--- src/rtl/ps2_mouse_rx.sv ---
`default_nettype none
// +----------------------------------------------------------------------------+
// | ps2_mouse_rx : PS/2 mouse receiver, 3-byte packets to a 25-bit toggle bus   |
// | Rev 1.0                                                                     |
// +----------------------------------------------------------------------------+
module ps2_mouse_rx #(
  parameter int FILTER_LEN = 8,
  parameter int BIT_TMO    = 12000,
  parameter int PKT_TMO    = 30000
) (
  input  logic        clk_sys,
  input  logic        reset,
  input  logic        ce_6mp,
  input  logic        ps2_clk,
  input  logic        ps2_data,
  output logic [24:0] ps2_mouse,
  output logic        frame_err,
  output logic        busy
);

  localparam int              FW         = (FILTER_LEN > 1) ? $clog2(FILTER_LEN) : 1;
  localparam logic [FW-1:0]   C_FILT_MAX = FW'(FILTER_LEN - 1);
  localparam logic [15:0]     C_BIT_TMO  = 16'(BIT_TMO);
  localparam logic [15:0]     C_PKT_TMO  = 16'(PKT_TMO);

  typedef enum logic [1:0] {
    S_IDLE   = 2'd0,
    S_DATA   = 2'd1,
    S_PARITY = 2'd2,
    S_STOP   = 2'd3
  } state_t;

  logic [1:0]    clk_sync_q, clk_sync_d;
  logic [1:0]    dat_sync_q, dat_sync_d;
  logic          filt_clk_q, filt_clk_d;
  logic          filt_prev_q, filt_prev_d;
  logic [FW-1:0] filt_cnt_q, filt_cnt_d;

  state_t        state_q, state_d;
  logic [2:0]    bit_cnt_q, bit_cnt_d;
  logic [7:0]    shift_q, shift_d;
  logic          par_q, par_d;
  logic [15:0]   bit_tmo_q, bit_tmo_d;
  logic [15:0]   pkt_tmo_q, pkt_tmo_d;
  logic [1:0]    idx_q, idx_d;
  logic [7:0]    status_q, status_d;
  logic [7:0]    dx_q, dx_d;
  logic [24:0]   mouse_q, mouse_d;
  logic          err_q, err_d;

  logic          fall;
  logic          dat_s;
  logic          frame_ok;

  // Input conditioning: synchronizers and the clock-line glitch filter.
  always_comb begin
    clk_sync_d  = {clk_sync_q[0], ps2_clk};
    dat_sync_d  = {dat_sync_q[0], ps2_data};
    filt_clk_d  = filt_clk_q;
    filt_cnt_d  = filt_cnt_q;
    filt_prev_d = filt_clk_q;
    if (clk_sync_q[1] == filt_clk_q) begin
      filt_cnt_d = '0;
    end else if (filt_cnt_q == C_FILT_MAX) begin
      filt_clk_d = clk_sync_q[1];
      filt_cnt_d = '0;
    end else begin
      filt_cnt_d = filt_cnt_q + FW'(1);
    end
  end

  assign fall     = filt_prev_q & ~filt_clk_q;
  assign dat_s    = dat_sync_q[1];
  assign frame_ok = (^{shift_q, par_q}) & dat_s;

  always_comb begin
    state_d   = state_q;
    bit_cnt_d = bit_cnt_q;
    shift_d   = shift_q;
    par_d     = par_q;
    bit_tmo_d = bit_tmo_q;
    pkt_tmo_d = pkt_tmo_q;
    idx_d     = idx_q;
    status_d  = status_q;
    dx_d      = dx_q;
    mouse_d   = mouse_q;
    err_d     = 1'b0;

    // Saturating timeout counters; an edge always clears them.
    if (state_q == S_IDLE || fall) begin
      bit_tmo_d = '0;
    end else if (ce_6mp && bit_tmo_q != C_BIT_TMO) begin
      bit_tmo_d = bit_tmo_q + 16'd1;
    end

    if (idx_q == 2'd0 || state_q != S_IDLE || fall) begin
      pkt_tmo_d = '0;
    end else if (ce_6mp && pkt_tmo_q != C_PKT_TMO) begin
      pkt_tmo_d = pkt_tmo_q + 16'd1;
    end

    case (state_q)
      S_IDLE: begin
        if (fall && !dat_s) begin
          state_d   = S_DATA;
          bit_cnt_d = '0;
        end else if (!fall && idx_q != 2'd0 && pkt_tmo_q == C_PKT_TMO) begin
          idx_d = 2'd0;
        end
      end
      S_DATA: begin
        if (fall) begin
          shift_d   = {dat_s, shift_q[7:1]};
          bit_cnt_d = bit_cnt_q + 3'd1;
          if (bit_cnt_q == 3'd7) begin
            state_d = S_PARITY;
          end
        end
      end
      S_PARITY: begin
        if (fall) begin
          par_d   = dat_s;
          state_d = S_STOP;
        end
      end
      S_STOP: begin
        if (fall) begin
          state_d = S_IDLE;
          if (!frame_ok) begin
            err_d = 1'b1;
            idx_d = 2'd0;
          end else begin
            case (idx_q)
              2'd0: begin
                // Byte 0 of a movement packet always has bit 3 set; use it to resync.
                if (shift_q[3]) begin
                  status_d = shift_q;
                  idx_d    = 2'd1;
                end else begin
                  err_d = 1'b1;
                end
              end
              2'd1: begin
                dx_d  = shift_q;
                idx_d = 2'd2;
              end
              default: begin
                mouse_d = {~mouse_q[24], shift_q, dx_q, status_q};
                idx_d   = 2'd0;
              end
            endcase
          end
        end
      end
      default: state_d = S_IDLE;
    endcase

    // A stalled frame is abandoned quietly.
    if (state_q != S_IDLE && !fall && bit_tmo_q == C_BIT_TMO) begin
      state_d = S_IDLE;
      idx_d   = 2'd0;
    end
  end

  always_ff @(posedge clk_sys or posedge reset) begin
    if (reset) begin
      clk_sync_q  <= 2'b11;
      dat_sync_q  <= 2'b11;
      filt_clk_q  <= 1'b1;
      filt_prev_q <= 1'b1;
      filt_cnt_q  <= '0;
      state_q     <= S_IDLE;
      bit_cnt_q   <= '0;
      shift_q     <= '0;
      par_q       <= 1'b0;
      bit_tmo_q   <= '0;
      pkt_tmo_q   <= '0;
      idx_q       <= '0;
      status_q    <= '0;
      dx_q        <= '0;
      mouse_q     <= '0;
      err_q       <= 1'b0;
    end else begin
      clk_sync_q  <= clk_sync_d;
      dat_sync_q  <= dat_sync_d;
      filt_clk_q  <= filt_clk_d;
      filt_prev_q <= filt_prev_d;
      filt_cnt_q  <= filt_cnt_d;
      state_q     <= state_d;
      bit_cnt_q   <= bit_cnt_d;
      shift_q     <= shift_d;
      par_q       <= par_d;
      bit_tmo_q   <= bit_tmo_d;
      pkt_tmo_q   <= pkt_tmo_d;
      idx_q       <= idx_d;
      status_q    <= status_d;
      dx_q        <= dx_d;
      mouse_q     <= mouse_d;
      err_q       <= err_d;
    end
  end

  assign ps2_mouse = mouse_q;
  assign frame_err = err_q;
  assign busy      = (state_q != S_IDLE);

endmodule
`default_nettype wire

--- config.mk ---
export PLATFORM = sky130hd
export DESIGN_NAME = ps2_mouse_rx
export DESIGN_NICKNAME = d
export VERILOG_FILES = /design/src/rtl/ps2_mouse_rx.sv
export SDC_FILE = /design/constraint.sdc
export NUM_CORES = 1
export LEC_CHECK = 0
export BUFFER_PORTS_ARGS = -buffer_cell sky130_fd_sc_hd__clkbuf_2
export CAP_MARGIN = 40
export CORE_ASPECT_RATIO = 0.6
export CORE_MARGIN = 2
export CORE_UTILIZATION = 65
export CTS_CLUSTER_DIAMETER = 40
export DETAILED_ROUTE_END_ITERATION = 12
export PLACE_DENSITY = 0.94
export SETUP_SLACK_MARGIN = 0.1
export SLEW_MARGIN = 20
export SYNTH_ARGS = -nofsm -noshare
export SYNTH_HDL_FRONTEND = slang
export SYNTH_SLANG_ARGS = --single-unit
--- constraint.sdc ---
create_clock -name clk_sys -period 5.4 [get_ports clk_sys]
set_input_delay 0.54 -clock clk_sys [delete_from_list [all_inputs] [get_ports clk_sys]]
set_output_delay 0.54 -clock clk_sys [all_outputs]
set_load 0.05 [all_outputs]
; ---- Word level (Yosys, flattened, before mapping)
; Index checks and enable logic that the tools add are counted.
[op_classes]
n_addsub = 4
n_eq_ne = 21
n_mux = 29
bitwise = 6
reduce_logical = 31
[op_table]
columns = op, n
row1 = 2-to-1 mux 16 bit, 4
row2 = adder 16 x 1 -> 16 bit (second input constant), 2
row3 = 2-to-1 mux 2 bit, 12
row4 = == test 16 x 14 -> 1 bit (second input constant), 1
row5 = == test 16 x 15 -> 1 bit (second input constant), 1
row6 = inequality test 16 x 14 -> 1 bit (second input constant), 1
row7 = inequality test 16 x 15 -> 1 bit (second input constant), 1
row8 = AND reduction 5 bit, 3
row9 = 2-to-1 mux 3 bit, 4
row10 = inequality test 3 bit (second input constant), 4
row11 = nonzero test 2 bit, 5
row12 = XOR reduction 9 bit, 1
row13 = one-hot mux 2 bit (2 select lines), 2
row14 = one-hot mux 2 bit (4 select lines), 1
row15 = AND reduction 4 bit, 2
row16 = logical AND 1 bit, 7
row17 = adder 3 x 1 -> 3 bit (second input constant), 2
row18 = == test 3 bit (second input constant), 2
row19 = inequality test 3 x 1 -> 1 bit (second input constant), 2
row20 = one-hot mux 3 bit (2 select lines), 1
row21 = AND reduction 2 bit, 3
row22 = 2-to-1 mux 1 bit, 5
row23 = inequality test 5 bit (second input constant), 1
row24 = == test 2 x 1 -> 1 bit (second input constant), 2
row25 = 13 further kinds, 22
[word_totals]
reg_bits = 99
in_bits = 5
output_inout_bits = 27
word_cells = 107

; ---- Logic depth before layout (Yosys ltp)
[depth]
depth_word = 9
depth_mapped = 9
depth_no_buf = 7

; ---- Worst setup path before layout
; OpenSTA, ideal clock, no wires.
[synth_timing]
kind = register -> register
startpoint = register bit_tmo_q[12]
endpoint = register bit_tmo_q[6]
setup_time_ns = 0.132
arrival_time_ns = 1.964
required_time_ns = 5.268
slack_ns = 3.304
path_stages_with_launch = 8
path_buffers = 2
synth_period_minus_slack_ns = 2.096
path_cell_list = dfrtp_1 > or4b_1 > or4_1 > buf_2 > buf_2 > nand4_1 > xor2_1 > nor2_1
[synth_via]
elab_chain_cells = 3
[synth_rtl]
columns = element, line
row1 = from (decl), 43  ; logic [15:0] bit_tmo_q, bit_tmo_d;
row2 = from (signal assigned), 193  ; bit_tmo_q <= bit_tmo_d;
row3 = inequality test 16 x 14 -> 1 bit, 92  ; end else if (ce_6mp && bit_tmo_q != C_BIT_TMO) begin
row4 = logical AND 1 bit, 92
row5 = nonzero test 2 bit (no line), n/a
; Every way passes these cells.
; A chain may end at the register's enable or synchronous reset.

; ---- Final worst setup path
[layout_timing]
startpoint = register bit_tmo_q[12]
endpoint = register idx_q[0]
[layout_via]
elab_chain_cells = 4
elab_cells_between_ends = 9
cone_classes = 5 x eq/ne / 1 x mux / 3 x reduce/logical
[layout_rtl]
columns = element, line
row1 = == test 16 x 14 -> 1 bit (*), 159  ; if (state_q != S_IDLE && !fall && bit_tmo_q == C_BIT_TMO) begin
row2 = logical AND 1 bit (*), 159
row3 = inequality test 5 bit (no line) (tied with other cells), n/a
row4 = AND reduction 5 bit (no line), n/a
row5 = to (signal assigned), 195  ; idx_q <= idx_d;
row6 = to (decl), 45  ; logic [1:0] idx_q, idx_d;
; Mark *: on every way between the ends. The rest lies on a longest branch, timed or not.

==> results.cfg <==
[power]
peakVddDrop_mv = 0.2915
combPwrFrac = 0.192
pwr-share-clk = 0.345
p_leak_nw = 2.538
pwr_density_cell_nw_per_um2 = 360.7
p_switching_mw = 0.5502
pwr-share-seq = 0.463
switching_share = 0.2987
p_int_mw = 1.292

[clocking]
ctsResizeCount = 0
tritoncts = built
cts_hold_buffers = 0
clkLatencyLatePin_ns = 0.35
clock_path_buffers = 2
root_buffer = clkbuf_16
postCtsSetupRepairBufs = 0
cts_sinks = 99
h-tree-depth = 3
clk_pin_slew_ns = 0.07
cts_buffers = 9

[yosys]
yosys_most_used_dff = dfrtp_1
yosysMostFrequentCell = dfrtp_1
synth_common_cells = dfrtp_1 (93), mux2_2 (30), nor2_1 (30), nand3_1 (20), xor2_1 (20)
ys_top_cells_by_area = dfrtp_1 (51%), mux2_2 (7.4%), mux2_4 (6.2%)
ys_warn_count = 0
synth_top_area_share = 0.5090
synth_nets = 389
synth-seq-area-share = 0.5435
synth_edf_count = 0
yosysTopAreaCell = dfrtp_1
syn_avg_cell_area_um2 = 12.32
synth_cell_types = 47
synth_area_um2 = 4572
synthArstFlopShare = 1.000
yosys_register_bits = 99
syn-instance-count = 371

[worst_setup_path]
cp_top_family = simple AND/OR/NAND/NOR gates
worstSetupPathType = flip-flop to flip-flop
reg2reg_from = bit_tmo_q[12]
rr_worst_depth = 5
path_max_fanout = 16
r2r-end = idx_q[0]
path_cells = or4b_1 > or4_1 > nor2_1 > nor3_1 > a21o_1
arrival_ns = 2.73
cpMaxStageDelayCell = or4_1
crit_path_start = bit_tmo_q[12]
cp.buffers_inverters = 0
slowest_delay_ns = 0.82
crit_path_end_kind = flip-flop
start_kind = flip-flop
worstSetupEndpoint = idx_q[0]
reg2reg_slack_ns = 2.92
required_ns = 5.65
path_depth = 5

[timing]
fin_setup_tns_ns = 0
period_share = 0.4588
drv_slew = 0
fin_skew_ns = 0.009427
post-route-min-period_ns = 2.478
tightest_slew_ns = 0.6875
rsz0062_at_grt = false
clock.fmax_ghz = 0.4036
maxSlewHeadroom = 0.5356
worst_slack_ns = 2.922
final-setup-viol-count = 0
hold_viol = 0

[die]
die_h_um = 68.97
coreArea_um2 = 6734
start_util = 0.6789
fp-row-count = 23
die_x_um = 112.3
io_pins = 32
die_area_um2 = 7743

[finish]
drive_gt1_frac = 0.2683
fill_cells = 425
final_net_count = 423
utilization = 0.7583
diodes = 0
multi_input_area_um2 = 1983
syn2layout_area_growth_pct = 11.69
regArea_um2 = 2485
finalInstanceArea_um2 = 5106

[placement]
pre_cts_ws_ns = 2.965
place_congestion = 0.8274
port_buffers = 31
dp.final_hpwl_mm = 6.047
place_area_um2 = 4793

[route]
via_per_inst = 6.044
drt-total-wl_mm = 9.135
drc = 0
wl_per_cell_um = 18.38
ant_nets = 0
drt-pass1-iter-count = 4
vias = 3004
drt_iter0_markers = 242

[run_status]
run_status = complete, no violations

[global_routing]
grt_max_degree = 52
grt_usage = 0.2577
grt_pass1_vias = 3022
grt-ovfl-total = 0
grt_antenna_before_repair = 0
grt_pass1_wl_mm = 15.05

[hold_path]
hp-class = input port to async pin

[job]
drv_cap = 0
cells by family after synthesis:
kind of cell,after synthesis,synth area share
AOI/OAI and AO/OA,26,0.03530
DFF,99,0.5435
xor gates and xnor gates,35,0.07170
and+or+nand+nor,123,0.1475
buffers and inverters,23,0.02271
muxes,52,0.1437
adders and majority gates,13,0.03558
state kept, by name (all words and copies together), names as in the netlist, 2 cells and up:
| name | flops |
|---|---|
| ps2_mouse | 25 |
| bit_tmo_q | 16 |
| pkt_tmo_q | 16 |
| dx_q | 8 |
| shift_q | 8 |
| status_q | 8 |
| bit_cnt_q | 3 |
| filt_cnt_q | 3 |
| clk_sync_q | 2 |
| dat_sync_q | 2 |
| idx_q | 2 |
| state_q | 2 |
final cells by class:
type                       instances  area share
sequential                        99      0.4866
multi-input combinational        249      0.3884
clock buffer                      11     0.04558
timing repair buffer              34     0.03725
tap                               87     0.02132
clock inverter                     5     0.01176
inverter                          12    0.009066
how the worst min path moves through the flow:
| stage | endpoint |
|---|---|
| after CTS | dat_sync_q[0] |
| after floorplan | clk_sync_q[1] |
| after global routing | ps2_mouse[11] |
| after global placement | dat_sync_q[1] |
| final | ps2_mouse[11] |
| after detailed placement | dat_sync_q[1] |
routing by layer:
| metal | track usage | part of all wire |
|---|---|---|
| met5 | 0 | 0 |
| met4 | 0.08384 | 0.014 |
| met3 | 0.07780 | 0.068 |
| met1 | 0.3266 | 0.43 |
| met2 | 0.4383 | 0.49 |
layout by cell type (no fill, tap or decap), types with 14 or more instances in the layout:
master,Yosys,routed
clkbuf_2,0,31
dfrtp_1,93,93
mux2_2,30,30
mux2_4,19,19
nand2_1,14,14
nand3_1,20,20
nor2_1,30,30
xor2_1,20,20
through the flow:
| step | total power, mW | hold WS [ns] | std cells |
|---|---|---|---|
| floorplan | 1.128 | 0.3452 | 371 |
| global placement | 1.183 | 0.3476 | 479 |
| detailed placement | 1.213 | 0.3472 | 480 |
| CTS | 1.855 | 0.2572 | 496 |
| global route | 1.937 | 0.01868 | 497 |
| finish | 1.842 | 0.02484 | 497 |
power groups by stage:
| stage | combinational (mW) | clock, mW | sequential [mW] |
|---|---|---|---|
| after floorplan | 0.275 | 0 | 0.853 |
| after global placement | 0.324 | 0 | 0.859 |
| after detailed placement | 0.348 | 0 | 0.865 |
| after CTS | 0.351 | 0.651 | 0.853 |
| after global routing | 0.394 | 0.680 | 0.862 |
| final | 0.353 | 0.635 | 0.853 |
No activity file was read; power rests on OpenSTA's default activity.
